==> config.mk <==
export PLATFORM = sky130hd
export DESIGN_NAME = eth_outfifo_axi_writer
export DESIGN_NICKNAME = d
export VERILOG_FILES = /design/src/rtl/eth_outfifo_axi_writer.sv
export SDC_FILE = /design/constraint.sdc
export NUM_CORES = 1
export LEC_CHECK = 0
export BUFFER_PORTS_ARGS = -buffer_cell sky130_fd_sc_hd__buf_2
export CAP_MARGIN = 10
export CORE_AREA = 3 3 109 111
export CTS_CLUSTER_DIAMETER = 120
export DETAILED_ROUTE_END_ITERATION = 10
export DIE_AREA = 0 0 112 114
export GPL_ROUTABILITY_DRIVEN = 0
export HOLD_SLACK_MARGIN = 0.08
export PLACE_DENSITY = 0.82
export SLEW_MARGIN = 20
export SYNTH_ARGS = -nofsm -noshare
export SYNTH_HDL_FRONTEND = slang
export SYNTH_SLANG_ARGS = --single-unit
==> constraint.sdc <==
create_clock -name clk -period 5.2 [get_ports clk]
set_clock_uncertainty 0.05 [all_clocks]
set_input_delay 0.26 -clock clk [delete_from_list [all_inputs] [get_ports clk]]
set_output_delay 0.26 -clock clk [all_outputs]
set_load 0.03 [all_outputs]
==> src/rtl/eth_outfifo_axi_writer.sv <==
// -----------------------------------------------------------------------------
// eth_outfifo_axi_writer
//
// AXI4 write initiator that pushes a frame, delivered as a 32-bit word stream,
// into the Ethernet OUTFIFO slave window. The frame is cut into INCR bursts of
// at most MAX_BURST beats, all aimed at BASE_ADDR because the window is a FIFO.
//
// Ports:
//   clk         sole clock
//   rst         asynchronous reset, active-low
//   start_i     frame command, sampled only in IDLE
//   len_i       frame length in 32-bit words, sampled with start_i
//   s_data_i    stream data word
//   s_valid_i   stream word valid (held stable by producer until s_ready_o)
//   s_ready_o   stream word accepted
//   busy_o      frame in progress (AW, W, B)
//   done_o      one-cycle pulse when the frame completes
//   err_o       sticky write-response error, cleared by the next start_i
//   axi_mosi_o  AXI4 master request towards eth_outfifo_mosi_i
//   axi_miso_i  AXI4 slave response from eth_outfifo_miso_o
// -----------------------------------------------------------------------------
package eth_axi_pkg;

    typedef struct packed {
        logic [3:0]  awid;
        logic [31:0] awaddr;
        logic [7:0]  awlen;
        logic [2:0]  awsize;
        logic [1:0]  awburst;
        logic        awlock;
        logic [3:0]  awcache;
        logic [2:0]  awprot;
        logic [3:0]  awqos;
        logic [3:0]  awregion;
        logic [0:0]  awuser;
        logic        awvalid;
        logic [31:0] wdata;
        logic [3:0]  wstrb;
        logic        wlast;
        logic [0:0]  wuser;
        logic        wvalid;
        logic        bready;
        logic [3:0]  arid;
        logic [31:0] araddr;
        logic [7:0]  arlen;
        logic [2:0]  arsize;
        logic [1:0]  arburst;
        logic        arlock;
        logic [3:0]  arcache;
        logic [2:0]  arprot;
        logic [3:0]  arqos;
        logic [3:0]  arregion;
        logic [0:0]  aruser;
        logic        arvalid;
        logic        rready;
    } s_axi_mosi_t;

    typedef struct packed {
        logic        awready;
        logic        wready;
        logic [3:0]  bid;
        logic [1:0]  bresp;
        logic [0:0]  buser;
        logic        bvalid;
        logic        arready;
        logic [3:0]  rid;
        logic [31:0] rdata;
        logic [1:0]  rresp;
        logic        rlast;
        logic [0:0]  ruser;
        logic        rvalid;
    } s_axi_miso_t;

endpackage

module eth_outfifo_axi_writer
    import eth_axi_pkg::*;
#(
    parameter logic [31:0] BASE_ADDR = 32'h0,
    parameter int          MAX_BURST = 16,
    parameter int          LEN_W     = 16
) (
    input  logic              clk,
    input  logic              rst,
    input  logic              start_i,
    input  logic [LEN_W-1:0]  len_i,
    input  logic [31:0]       s_data_i,
    input  logic              s_valid_i,
    output logic              s_ready_o,
    output logic              busy_o,
    output logic              done_o,
    output logic              err_o,
    output s_axi_mosi_t       axi_mosi_o,
    input  s_axi_miso_t       axi_miso_i
);

    // Beat counters need LEN_W+1 bits for the min() and at least 9 bits to
    // hold a full 256-beat burst.
    localparam int CW = (LEN_W + 1 > 9) ? LEN_W + 1 : 9;
    localparam logic [CW-1:0] MAX_B = CW'(MAX_BURST);

    typedef enum logic [2:0] {
        S_IDLE,
        S_AW,
        S_W,
        S_B,
        S_DONE
    } state_t;

    state_t            state;
    logic [LEN_W-1:0]  rem;
    logic [CW-1:0]     beats;
    logic [CW-1:0]     cnt;
    logic              aw_valid_q;
    logic [7:0]        aw_len_q;
    logic              done_q;
    logic              err_q;

    logic              in_w;
    logic              w_beat;
    logic              last_beat;

    function automatic logic [CW-1:0] burst_beats(input logic [LEN_W-1:0] r);
        logic [CW-1:0] r_w;
        r_w = CW'(r);
        return (r_w > MAX_B) ? MAX_B : r_w;
    endfunction

    function automatic logic [7:0] aw_len_of(input logic [CW-1:0] b);
        return 8'(b - CW'(1));
    endfunction

    assign in_w      = (state == S_W);
    assign last_beat = (cnt == beats - CW'(1));
    assign w_beat    = in_w & s_valid_i & axi_miso_i.wready;

    always_ff @(posedge clk or negedge rst) begin
        if (!rst) begin
            state      <= S_IDLE;
            rem        <= '0;
            beats      <= '0;
            cnt        <= '0;
            aw_valid_q <= 1'b0;
            aw_len_q   <= '0;
            done_q     <= 1'b0;
            err_q      <= 1'b0;
        end else begin
            case (state)
                S_IDLE: begin
                    if (start_i) begin
                        err_q <= 1'b0;
                        if (len_i != '0) begin
                            rem        <= len_i;
                            beats      <= burst_beats(len_i);
                            aw_len_q   <= aw_len_of(burst_beats(len_i));
                            aw_valid_q <= 1'b1;
                            state      <= S_AW;
                        end else begin
                            state <= S_DONE;
                        end
                    end
                end
                // aw_valid_q is always set here, so awready alone completes
                // the handshake, including when it was already high.
                S_AW: begin
                    if (axi_miso_i.awready) begin
                        aw_valid_q <= 1'b0;
                        cnt        <= '0;
                        state      <= S_W;
                    end
                end
                S_W: begin
                    if (w_beat) begin
                        cnt <= cnt + CW'(1);
                        rem <= rem - LEN_W'(1);
                        if (last_beat) begin
                            state <= S_B;
                        end
                    end
                end
                // An error response is recorded but the frame keeps going so
                // the producer's stream is always fully drained.
                S_B: begin
                    if (axi_miso_i.bvalid) begin
                        if (axi_miso_i.bresp != 2'b00) begin
                            err_q <= 1'b1;
                        end
                        if (rem != '0) begin
                            beats      <= burst_beats(rem);
                            aw_len_q   <= aw_len_of(burst_beats(rem));
                            aw_valid_q <= 1'b1;
                            state      <= S_AW;
                        end else begin
                            done_q <= 1'b1;
                            state  <= S_DONE;
                        end
                    end
                end
                // A zero-length frame enters with done_q clear and spends one
                // extra cycle here, so its pulse lands two cycles after start.
                S_DONE: begin
                    if (done_q) begin
                        done_q <= 1'b0;
                        state  <= S_IDLE;
                    end else begin
                        done_q <= 1'b1;
                    end
                end
                default: begin
                    state <= S_IDLE;
                end
            endcase
        end
    end

    assign s_ready_o = in_w & axi_miso_i.wready;
    assign busy_o    = (state == S_AW) || (state == S_W) || (state == S_B);
    assign done_o    = done_q;
    assign err_o     = err_q;

    // Fields are gated to zero outside their active phase so the whole bus
    // reads as zero in reset and idle; the read channels stay tied off.
    always_comb begin
        axi_mosi_o         = '0;
        axi_mosi_o.awvalid = aw_valid_q;
        axi_mosi_o.awaddr  = aw_valid_q ? BASE_ADDR : 32'h0;
        axi_mosi_o.awlen   = aw_valid_q ? aw_len_q : 8'h0;
        axi_mosi_o.awsize  = aw_valid_q ? 3'd2 : 3'd0;
        axi_mosi_o.awburst = aw_valid_q ? 2'b01 : 2'b00;
        axi_mosi_o.wvalid  = in_w & s_valid_i;
        axi_mosi_o.wdata   = in_w ? s_data_i : 32'h0;
        axi_mosi_o.wstrb   = in_w ? 4'hF : 4'h0;
        axi_mosi_o.wlast   = in_w & last_beat;
        axi_mosi_o.bready  = (state == S_B);
    end

    logic unused_miso;
    assign unused_miso = ^{axi_miso_i.bid, axi_miso_i.buser, axi_miso_i.arready,
                           axi_miso_i.rid, axi_miso_i.rdata, axi_miso_i.rresp,
                           axi_miso_i.rlast, axi_miso_i.ruser, axi_miso_i.rvalid};

endmodule

# ---- Yosys cells after proc, flatten, opt, wreduce, memory -nomap -nowiden
# Index checks and enable logic that the tools add are counted.
dict set report classes {
  n_lt_le_gt_ge 2
  multipliers 0
  shifts 0
  n_div 0
  reduce_logical 18
  n_addsub 5
  eq_ne 15
  mux 47
  n_bitwise 4
}
# operator count
set ops {}
lappend ops {{two-way mux 17 bit} 6}
lappend ops {{two-way mux 16 bit} 5}
lappend ops {{case mux 17 bit (2 select lines)} 2}
lappend ops {{two-way mux 8 bit} 5}
lappend ops {{> comparator 16 x 5 -> 1 bit (second input constant)} 2}
lappend ops {{two-way mux 32 bit} 1}
lappend ops {{case mux 16 bit (2 select lines)} 1}
lappend ops {{nonzero test 16 bit} 2}
lappend ops {{two-way mux 3 bit} 8}
lappend ops {{adder 17 x 1 -> 17 bit (second input constant)} 1}
lappend ops {{== test 17 bit} 1}
lappend ops {{subtractor 17 x 1 -> 17 bit (second input constant)} 1}
lappend ops {{case mux 8 bit (2 select lines)} 1}
lappend ops {{subtractor 16 x 1 -> 16 bit (second input constant)} 1}
lappend ops {{subtractor 8 x 1 -> 8 bit (second input constant)} 2}
lappend ops {{case mux 3 bit (5 select lines)} 1}
lappend ops {{two-way mux 1 bit} 12}
lappend ops {{AND reduction 6 bit} 2}
lappend ops {{inequality test 2 x 1 -> 1 bit (second input constant)} 5}
lappend ops {{inequality test 2 bit (second input constant)} 5}
lappend ops {{nonzero test 2 bit} 5}
lappend ops {{AND reduction 4 bit} 2}
lappend ops {{== test 3 x 2 -> 1 bit (second input constant)} 2}
lappend ops {{AND reduction 3 bit} 2}
lappend ops {{other kinds (11)} 16}
dict set report word_totals {
  output_inout_bits 179
  ramBits 0
  mem_bits_ro 0
  ff_bits 64
  input_bits 104
  mem_count 0
  latchBits 0
}

# ---- Longest topological paths before layout
# Gate-level depths: netlist of run 1.
dict set report logic_depth {
  ltp_word 6
  depth_mapped 11
}

# ---- Worst setup path before layout of run 1
# No wires, ideal clock.
dict set report synth_timing {
  path_kind {register -> output}
  start {register beats[0]}
  end {output axi_mosi_o[71] (netlist name)}
  path_buffers 0
  t_arrival_ns 2.964
  path_slack_ns 1.926
  path_stages_with_launch 10
  path_cell_list {dfrtp_1 -> inv_1 -> ha_1 -> or4b_4 -> or4_4 -> or4b_1 -> a21oi_1 -> o31a_2 -> nand4b_2 -> nor2_1}
}
# element line_no
set synth_lines {}
lappend synth_lines {{start, declared} 112} ;# logic [CW-1:0] beats;
lappend synth_lines {{start signal, assigned} 154} ;# beats <= burst_beats(len_i);
lappend synth_lines {{start signal, assigned} 189} ;# beats <= burst_beats(rem);
lappend synth_lines {{end, declared} 93} ;# output s_axi_mosi_t axi_mosi_o,

==> PnR_summary.wiki, run 1 <==
{| class="wikitable"
! Metric !! Value
|-
| Pin count of the biggest net entering global routing || 64
|-
| Leakage || 2.77 nW
|-
| Number of placed I/O pins || 283
|-
| Main synth FF type || sky130_fd_sc_hd__dfrtp_1
|-
| Max-slew violation count || 0
|-
| Hold Vio Cnt, Final || 0
|-
| Core ar. || 0.0109 mm²
|-
| DRC violation count after routing || 0
|-
| FF-to-FF Start || beats[0]$_DFFE_PN0P_
|-
| Unrepaired setup endpoints after global routing || no
|-
| CTS H-Tree Depth || 3
|-
| Ordered list of cells on the worst path || inv_1 > ha_1 > or4b_4 > or4_4 > or4b_1 > a21oi_1 > o31a_2 > nand4b_2 > nor2_1 > buf_2
|-
| Share of the clock period used by the worst path after layout || 74.4%
|-
| Iteration count of the initial detailed-routing pass || 4
|-
| Final ANT Viol Nets || 0
|-
| Final instance area || 0.00550 mm²
|-
| Combinational family with the most area after synthesis || simple AND/OR/NAND/NOR gates
|-
| Setup violators final || 0
|-
| Cell area power density || 472 mW/mm²
|-
| Maximum fanout count along the critical path || 6
|-
| Largest stage delay, worst path || 0.53 ns
|-
| Fill count || 1,045
|-
| Net switching power || 1.25 mW
|-
| Width of the chip || 112 µm
|-
| Y dimension of the die || 114 µm
|-
| Buffers plus inverters on the worst setup path || 2
|-
| Via total after detailed routing || 4,200
|-
| Relative contribution of the clock network to total power || 20.0%
|-
| Count of hold-fix buffers inserted at cts || 1
|-
| Required time at the endpoint of the critical path || 4.89 ns
|-
| Share of flip-flops with an asynchronous set or reset after synthesis || 100%
|-
| Via count of the first global-routing pass || 3,841
|-
| Max Cap Viol || 0
|-
| Path length in cells of the critical path || 10
|-
| Reg2Reg Depth || 9
|-
| Critical path endpoint category || output pin
|-
| TritonCTS Sinks || 63
|-
| Result of the run || finished clean
|-
| Number of enable-type register cells in the synthesized netlist || 0
|-
| Global-route total usage across every layer || 17.3%
|-
| Wire length per cell after detailed routing || 13.4 µm
|-
| Cells resized by post-CTS repair || 0
|-
| Violation count after the first detailed-route iteration || 238
|-
| Area growth from synthesis to final layout || 8.34%
|-
| Most used cells in the layout excluding fill and tap cells || sky130_fd_sc_hd__conb_1 (125), sky130_fd_sc_hd__buf_2 (110), sky130_fd_sc_hd__dfrtp_1 (63)
|-
| Type of element launching the critical path || flip-flop
|-
| TritonCTS buffer count || 9
|-
| Layout cell share with drive strength beyond 1 || 19.8%
|-
| Area of the die || 0.0128 mm²
|-
| Initial antenna violation count || 0
|-
| Global-route wire length before repair || 18,200 µm
|-
| Max frequency || 259 MHz
|-
| DR vias/cell || 4.87
|-
| TritonCTS clock tree || yes
|-
| Clock-pin slew on the worst setup and hold paths || 0.07 ns
|-
| Area occupied by registers || 0.00158 mm²
|-
| Portion of netlist area occupied by mux cells || 0.789%
|-
| Synthesized-area fraction occupied by adder cells || 0.987%
|-
| Hold depth || 3
|-
| Normalized max-slew margin || 38.9%
|-
| Number of buffers between clock root and the deepest sink || 2
|-
| Kind of cell adding the most delay to the critical path || simple AND/OR/NAND/NOR gates
|-
| Placed inst area || 0.00524 mm²
|-
| Overflow left after global routing || 0
|-
| Effective utilization at floorplan || 46.6%
|-
| Internal power || 1.34 mW
|-
| Largest voltage drop on the vdd net || 0.279 mV
|-
| Routed WL || 11,600 µm
|-
| # rows || 38
|-
| Cell at the root of the clock tree || sky130_fd_sc_hd__clkbuf_8
|-
| Mean instance size in the synthesized netlist || 8.15 µm²
|-
| Setup slack of the most critical reg-to-reg path || 2.07 ns
|-
| Master of the slowest instance on the critical path || sky130_fd_sc_hd__or4b_4
|-
| #FFs+latches synth || 63
|-
| Mapped Area || 0.00507 mm²
|-
| Area fraction in compound gates after synthesis || 14.1%
|-
| Share of total power in combinational logic || 50.8%
|-
| Xor and xnor fraction of the mapped netlist area || 5.70%
|-
| Post-synthesis sequential area ratio || 31.1%
|-
| Count of cell types in the netlist || 60
|-
| Number of buffers inserted by post-CTS setup repair || 0
|-
| Footprint of the multi-input gates || 0.00286 mm²
|-
| Final #Nets || 826
|-
| Critical path class || reg2out
|-
| Data arrival at the endpoint of the critical path || 3.56 ns
|-
| Hold WC Path Type || in2reg
|-
| Number of diodes added for antenna fixing || 0
|-
| Launch point of the worst hold path || len_i[14]
|-
| Clock network latency to the later pin of the worst-skew pair || 0.35 ns
|-
| Slew at the pin closest to its max-slew limit || 0.893 ns
|-
| Port buffer count || 110
|-
| Sw Share || 48.3%
|-
| Dpl hpwl || 8810 µm
|-
| Share of the core filled with cells in the final layout || 50.5%
|-
| End point of the most critical hold path || rem[14]$_DFFE_PN0P_
|-
| Most common library cell in the layout ignoring fill and taps || sky130_fd_sc_hd__conb_1
|-
| Cell count after synthesis || 622
|-
| Warnings from Yosys || 0
|-
| Minimum clock period || 3.87 ns
|-
| Basic-gate share of the synthesized area counting and, or, nand and nor cells || 24.9%
|-
| Sequential cell fraction of total power || 29.2%
|-
| Total negative setup slack || 0 ns
|-
| Endpoint of the worst-slack reg-to-reg timing path || state[0]$_DFFE_PN0P_
|}
[tightest hold or removal path, delay by kind of cell]
family / cells / cell delay [ns]
buffers and inverters: 1 / 0.09
AO/OA/AOI/OAI: 2 / 0.18
[power groups by stage]
stage                     combinational [mW]  clock [mW]  sequential [mW]
after floorplan                         1.15           0            0.714
final                                   1.32       0.518            0.758
after global placement                  1.29           0            0.759
after detailed placement                1.32           0            0.761
after CTS                               1.32       0.529            0.752
after global routing                    1.46       0.547            0.782
[registers in the layout, indices dropped and copies added, names as in the netlist]
signal and count:
beats 16, err_o 1, done_o 1, cnt 17, aw_len_q 8, aw_valid_q 1
state 3, rem 16
[Yosys cell counts (all sizes together) (7+ instances only)]
library cell	instances	share of area, %
buf	135	20
dfrtp	63	31
and2	55	6.8
nor2	48	3.6
o21ai	44	4.3
a21oi	33	3.3
nand2	30	2.3
clkbuf	20	1.5
nor3	18	1.8
xor2	17	2.9
xnor2	16	2.8
nand3	15	1.5
inv	14	1.0
or3	11	1.4
nor4	10	1.2
a22oi	7	1.0
a31oi	7	0.86
[worst max path at each step]
stage                          from        endpoint  slack, ns
2_1_floorplan  beats[0]$_DFFE_PN0P_  axi_mosi_o[71]       1.93
5_1_grt        beats[0]$_DFFE_PN0P_  axi_mosi_o[71]       1.17
4_1_cts        beats[0]$_DFFE_PN0P_  axi_mosi_o[71]       1.35
3_3_place_gp   beats[0]$_DFFE_PN0P_  axi_mosi_o[71]       1.81
3_5_place_dp   beats[0]$_DFFE_PN0P_  axi_mosi_o[71]       1.75
6_report       beats[0]$_DFFE_PN0P_  axi_mosi_o[71]       1.33
[layer usage]
layer  up-vias  wire length (µm)  GRT usage, %
met5         -                 0             0
met4         0               136          6.01
met3        13               708          3.66
met2       137              5830          28.6
met1      1981              4900          22.6
li1       2069                 -             -
[kinds of logic after synthesis]
| logic type | after synthesis |
|---|---|
| simple gates | 229 |
| xor+xnor | 33 |
| buf+inv | 169 |
| fa+ha+maj | 4 |
| mux | 4 |
| flops | 63 |
| other cells | 1 |
| compound gates | 119 |
[per-stage QoR]
stage               hold WS [ns]  std cells  worst slack [ns]  power (mW)
floorplan                -0.0856        746              1.93        1.86
global placement           0.403        846              1.81        2.05
detailed placement         0.410        846              1.75        2.08
CTS                        0.160        863              1.35        2.60
global route               0.170        863              1.17        2.79
finish                     0.167        863              1.33        2.59
[layout make-up]
class,count,share of cell area (%)
multi-input cells,514,52.0
repair buffers,116,10.9
flip-flops and latches,63,28.7
well taps,140,3.19
inverters,14,0.956
clock buffers,10,2.32
clock inverters,6,1.98
Power figures use the tool's default switching activity.
==> run 2: changes to the inputs <==
--- a/config.mk
+++ b/config.mk
@@ -5,15 +5,17 @@
 export SDC_FILE = /design/constraint.sdc
 export NUM_CORES = 1
 export LEC_CHECK = 0
+export ABC_AREA = 1
 export BUFFER_PORTS_ARGS = -buffer_cell sky130_fd_sc_hd__buf_2
 export CAP_MARGIN = 10
-export CORE_AREA = 3 3 109 111
+export CORE_ASPECT_RATIO = 1.25
+export CORE_MARGIN = 3
+export CORE_UTILIZATION = 47
 export CTS_CLUSTER_DIAMETER = 120
 export DETAILED_ROUTE_END_ITERATION = 10
-export DIE_AREA = 0 0 112 114
 export GPL_ROUTABILITY_DRIVEN = 0
 export HOLD_SLACK_MARGIN = 0.08
-export PLACE_DENSITY = 0.82
+export PLACE_DENSITY = 0.83
 export SLEW_MARGIN = 20
 export SYNTH_ARGS = -nofsm -noshare
 export SYNTH_HDL_FRONTEND = slang
==> constraint.sdc (replaced) <==
create_clock -name clk -period 3.6 [get_ports clk]
set_clock_uncertainty 0.05 [all_clocks]
set_input_delay 0.18 -clock clk [delete_from_list [all_inputs] [get_ports clk]]
set_output_delay 0.18 -clock clk [all_outputs]
set_load 0.03 [all_outputs]
==> run 2 against run 1 <==
Net effect:
- hold slack got worse by 0.082 ns
- die area increased by 0.21%
- critical endpoint unchanged
- global-route usage increased by 1.0 points
- utilization increased by 2.7 points
- combinational power increased by 49%
- via count increased by 16%
- count of clock-buffer cells in the layout increased by 1
- sequential cell count unchanged
- setup slack got worse by 0.40 ns
- critical path depth increased by 1
- clock power increased by 84%
- routed wire length increased by 1.9%
==> PnR_summary.wiki, run 2 <==
{| class="wikitable"
! Metric !! Value
|-
| Footprint of the multi-input gates || 0.00271 mm² (-5.3%)
|-
| Hold depth || 3 (unchanged)
|-
| TritonCTS Sinks || 63 (unchanged)
|-
| Endpoint of the worst-slack reg-to-reg timing path || rem[12]$_DFFE_PN0P_
|-
| Data arrival at the endpoint of the critical path || 2.44 ns (-1.12 ns)
|-
| Path length in cells of the critical path || 11 (+1)
|-
| Violation count after the first detailed-route iteration || 232 (-2.5%)
|-
| Port buffer count || 110 (unchanged)
|-
| # rows || 43 (+13%)
|-
| Normalized max-slew margin || 56.9% (+18 points)
|-
| Synthesized-area fraction occupied by adder cells || 0.929% (-0.058 points)
|-
| Met2 track utilization from global routing || 32.1% (+3.5 points)
|-
| Type of element launching the critical path || flip-flop
|-
| Met1 usage in global routing || 21.7% (-0.85 points)
|-
| Global-route wire length before repair || 19,200 µm (+5.4%)
|-
| Final ANT Viol Nets || 0 (unchanged)
|-
| Dpl hpwl || 9130 µm (+3.7%)
|-
| Total negative setup slack || 0 ns (unchanged)
|-
| TritonCTS buffer count || 9 (unchanged)
|-
| Fill count || 1,088 (+4.1%)
|-
| Met3 GRT Util || 2.94% (-0.72 points)
|-
| Most repeated library cell on the critical path || sky130_fd_sc_hd__nor2_1
|-
| Mapped Area || 0.00539 mm² (+6.2%)
|-
| Sequential cell fraction of total power || 25.7% (-3.5 points)
|-
| Sw Share || 48.4% (+0.11 points)
|-
| Count of hold-fix buffers inserted at cts || 4 (+3)
|-
| Portion of netlist area occupied by mux cells || 0% (-0.79 points)
|-
| Reg2Reg Depth || 9 (unchanged)
|-
| Flip-flop count of the largest register after layout || 17 (unchanged)
|-
| Final #Nets || 1,028 (+24%)
|-
| Post-synthesis sequential area ratio || 29.3% (-1.8 points)
|-
| Pin count of the biggest net entering global routing || 50 (-22%)
|-
| Critical path capture point || axi_mosi_o[71]
|-
| Biggest area consumer among synthesized cells || sky130_fd_sc_hd__dfrtp_1
|-
| Cell area power density || 663 mW/mm² (+41%)
|-
| Wire length per cell after detailed routing || 11.1 µm (-17%)
|-
| Most used cells in the layout excluding fill and tap cells || sky130_fd_sc_hd__nand2_1 (170), sky130_fd_sc_hd__inv_1 (131), sky130_fd_sc_hd__conb_1 (125)
|-
| Number of buffers inserted by post-CTS setup repair || 0 (unchanged)
|-
| Critical path class || reg2out
|-
| Hold WC Path Type || in2reg
|-
| Area occupied by registers || 0.00158 mm² (unchanged)
|-
| Most common library cell in the layout ignoring fill and taps || sky130_fd_sc_hd__nand2_1
|-
| Count of cell types in the netlist || 44 (-27%)
|-
| Result of the run || finished clean
|-
| Hold Vio Cnt, Final || 0 (unchanged)
|-
| Initial antenna violation count || 0 (unchanged)
|-
| Global-route total usage across every layer || 18.3% (+1.0 points)
|-
| Largest stage delay, worst path || 0.38 ns (-0.15 ns)
|-
| Share of flip-flops with an asynchronous set or reset after synthesis || 100% (unchanged)
|-
| Unrepaired setup endpoints after global routing || no
|-
| Effective utilization at floorplan || 48.4% (+1.8 points)
|-
| Largest registers ranked by flip-flop count || cnt (17), beats (16), rem (16)
|-
| Critical path endpoint category || output pin
|-
| Required time at the endpoint of the critical path || 3.37 ns (-1.52 ns)
|-
| Y dimension of the die || 126 µm (+10%)
|-
| Via total after detailed routing || 4,855 (+16%)
|-
| TritonCTS clock tree || yes
|-
| Number of buffers between clock root and the deepest sink || 2 (unchanged)
|-
| Register name with the most flops || cnt
|-
| Buffers plus inverters on the worst setup path || 2 (unchanged)
|-
| #FFs+latches synth || 63 (unchanged)
|-
| Clock network latency to the later pin of the worst-skew pair || 0.33 ns (-0.02 ns)
|-
| Power Total || 3.93 mW (+51%)
|-
| Area fraction in compound gates after synthesis || 10.3% (-3.8 points)
|-
| Warnings from Yosys || 0 (unchanged)
|-
| Area of the die || 0.0128 mm² (+0.21%)
|-
| Number of enable-type register cells in the synthesized netlist || 0 (unchanged)
|-
| DRC violation count after routing || 0 (unchanged)
|-
| Clock-pin slew on the worst setup and hold paths || 0.06 ns (about the same)
|-
| Core ar. || 0.0111 mm² (+2.3%)
|-
| Iteration count of the initial detailed-routing pass || 5 (+1)
|-
| Combinational family with the most area after synthesis || buffers and inverters
|-
| Setup violators final || 0 (unchanged)
|-
| CTS H-Tree Depth || 3 (unchanged)
|-
| DR vias/cell || 4.58 (-5.9%)
|-
| Overflow left after global routing || 0 (unchanged)
|-
| Share of total power in combinational logic || 50.1% (-0.7 points)
|-
| Ordered list of cells on the worst path || inv_1 > ha_1 > nand3_1 > nor2_1 > nand3_1 > nand2_1 > nand4_1 > nor2_1 > nand2_1 > nor2_1 > buf_2
|-
| Max frequency || 374 MHz
|-
| Share of the clock period used by the worst path after layout || 74.2%
|-
| Max Cap Viol || 0 (unchanged)
|-
| Net switching power || 1.90 mW (+52%)
|-
| Area growth from synthesis to final layout || 9.82%
|-
| Cell at the root of the clock tree || sky130_fd_sc_hd__clkbuf_16
|-
| Number of placed I/O pins || 283 (unchanged)
|-
| Basic-gate share of the synthesized area counting and, or, nand and nor cells || 28.5% (+3.6 points)
|-
| Setup slack of the most critical reg-to-reg path || 1.01 ns (-1.06 ns)
|-
| Layout cell share with drive strength beyond 1 || 16.5% (-3.2 points)
|-
| Relative contribution of the clock network to total power || 24.3% (+4.3 points)
|-
| Maximum fanout count along the critical path || 6 (unchanged)
|-
| Largest voltage drop on the vdd net || 0.595 mV (+110%)
|-
| FF-to-FF Start || state[0]$_DFFE_PN0P_
|-
| Global routing's busiest layer || met2
|-
| Cell count after synthesis || 814 (+31%)
|-
| Minimum clock period || 2.67 ns
|-
| Setup slack at placement || 0.981 ns (-0.770 ns)
|-
| Mean instance size in the synthesized netlist || 6.62 µm² (-19%)
|-
| Via count of the first global-routing pass || 4,430 (+15%)
|-
| Routed WL || 11,800 µm (+1.9%)
|-
| Leakage || 3.50 nW (+26%)
|-
| Count leader, synth || sky130_fd_sc_hd__nand2_1
|-
| Max-slew violation count || 0 (unchanged)
|-
| Cells resized by post-CTS repair || 0 (unchanged)
|-
| Number of diodes added for antenna fixing || 0 (unchanged)
|-
| Setup slack of the critical path after layout || 0.928 ns (-0.405 ns)
|-
| Most common library cells after synthesis || sky130_fd_sc_hd__nand2_1 (170), sky130_fd_sc_hd__buf_4 (133), sky130_fd_sc_hd__inv_1 (131)
|-
| Startpoint of the most critical setup path || beats[0]$_DFFE_PN0P_
|-
| Top post-synthesis cells by area || sky130_fd_sc_hd__dfrtp_1 (29%), sky130_fd_sc_hd__buf_4 (19%), sky130_fd_sc_hd__nand2_1 (12%)
|-
| Xor and xnor fraction of the mapped netlist area || 1.79% (-3.9 points)
|-
| Main synth FF type || sky130_fd_sc_hd__dfrtp_1
|-
| Area share of the largest cell type after synthesis || 29.3% (-1.8 points)
|-
| Kind of cell adding the most delay to the critical path || simple AND/OR/NAND/NOR gates
|-
| Internal power || 2.03 mW (+51%)
|-
| Width of the chip || 102 µm (-9.1%)
|-
| Slew at the pin closest to its max-slew limit || 0.646 ns (-0.247 ns)
|-
| Master of the slowest instance on the critical path || sky130_fd_sc_hd__dfrtp_1
|}
-- run 2: changes by cell type in the layout (fill, tap and decap cells not counted), sizes merged, moves of 11 or more --
cell   previous run  this run
a21oi            33        20
and2             55         0
inv              14       138
nand2            30       171
nand3            15        47
nor2             48       108
or3              11         0
xnor2            16         2
-- run 2: area by class of cell --
cell class / count / share of cell area, %
clock buffer: 11 / 4.27
clock inverter: 5 / 1.35
inverter: 138 / 8.75
multi-input combinational: 591 / 45.7
sequential: 63 / 26.6
tap: 135 / 2.85
timing repair buffer: 117 / 10.4
-- run 2: how the worst min path moves through the flow --
stage / start / to / slack (ns)
detailed placement: rst / rem[6]$_DFFE_PN0P_ / 0.40
finish: len_i[5] / rem[5]$_DFFE_PN0P_ / 0.09
global route: len_i[9] / rem[9]$_DFFE_PN0P_ / 0.10
floorplan: rst / aw_len_q[0]$_DFFE_PN0P_ / -0.17
CTS: len_i[13] / rem[13]$_DFFE_PN0P_ / 0.09
global placement: rst / rem[7]$_DFFE_PN0P_ / 0.39
-- run 2: cell families after synthesis --
family	after synthesis
fa+ha+maj	4
compound gates	94
xor+xnor	11
other cells	1
flops	63
simple gates	357
buf+inv	284
-- run 2: worst reg2reg max path: stages (launching register included) --
cell and delay [ns]:
sky130_fd_sc_hd__dfrtp_1 0.46, sky130_fd_sc_hd__inv_2 0.05, sky130_fd_sc_hd__nand3_2 0.06, sky130_fd_sc_hd__buf_4 0.41
sky130_fd_sc_hd__inv_2 0.11, sky130_fd_sc_hd__buf_4 0.25, sky130_fd_sc_hd__o21bai_2 0.51, sky130_fd_sc_hd__inv_2 0.29
sky130_fd_sc_hd__o211ai_1 0.16, sky130_fd_sc_hd__o21ai_0 0.10
-- run 2: power groups by stage --
| stage | Sequential [mW] | Combinational (mW) | Clock [mW] |
|---|---|---|---|
| floorplan | 0.989 | 1.69 | 0 |
| global placement | 1.01 | 1.92 | 0 |
| detailed placement | 1.02 | 1.96 | 0 |
| CTS | 1.01 | 1.97 | 0.970 |
| global route | 1.03 | 2.18 | 0.997 |
| finish | 1.01 | 1.97 | 0.953 |
-- run 2: per-stage QoR --
step                      std cells  instance area, µm²  utilization [%]  hold WS [ns]
after CTS                      1060                5920             53.1        0.0873
after global routing           1060                5920             53.1         0.101
final                          1060                5920             53.1        0.0852
after detailed placement       1040                5540             49.8         0.401
after floorplan                 938                5850                -        -0.166
after global placement         1040                5540             49.8         0.395
-- run 2: per-layer routing --
layer  up-vias  share of wire, %
met5         -                 0
met4         0               1.8
met3        18               6.0
met2       171                52
met1      2183                40
li1       2483                 -
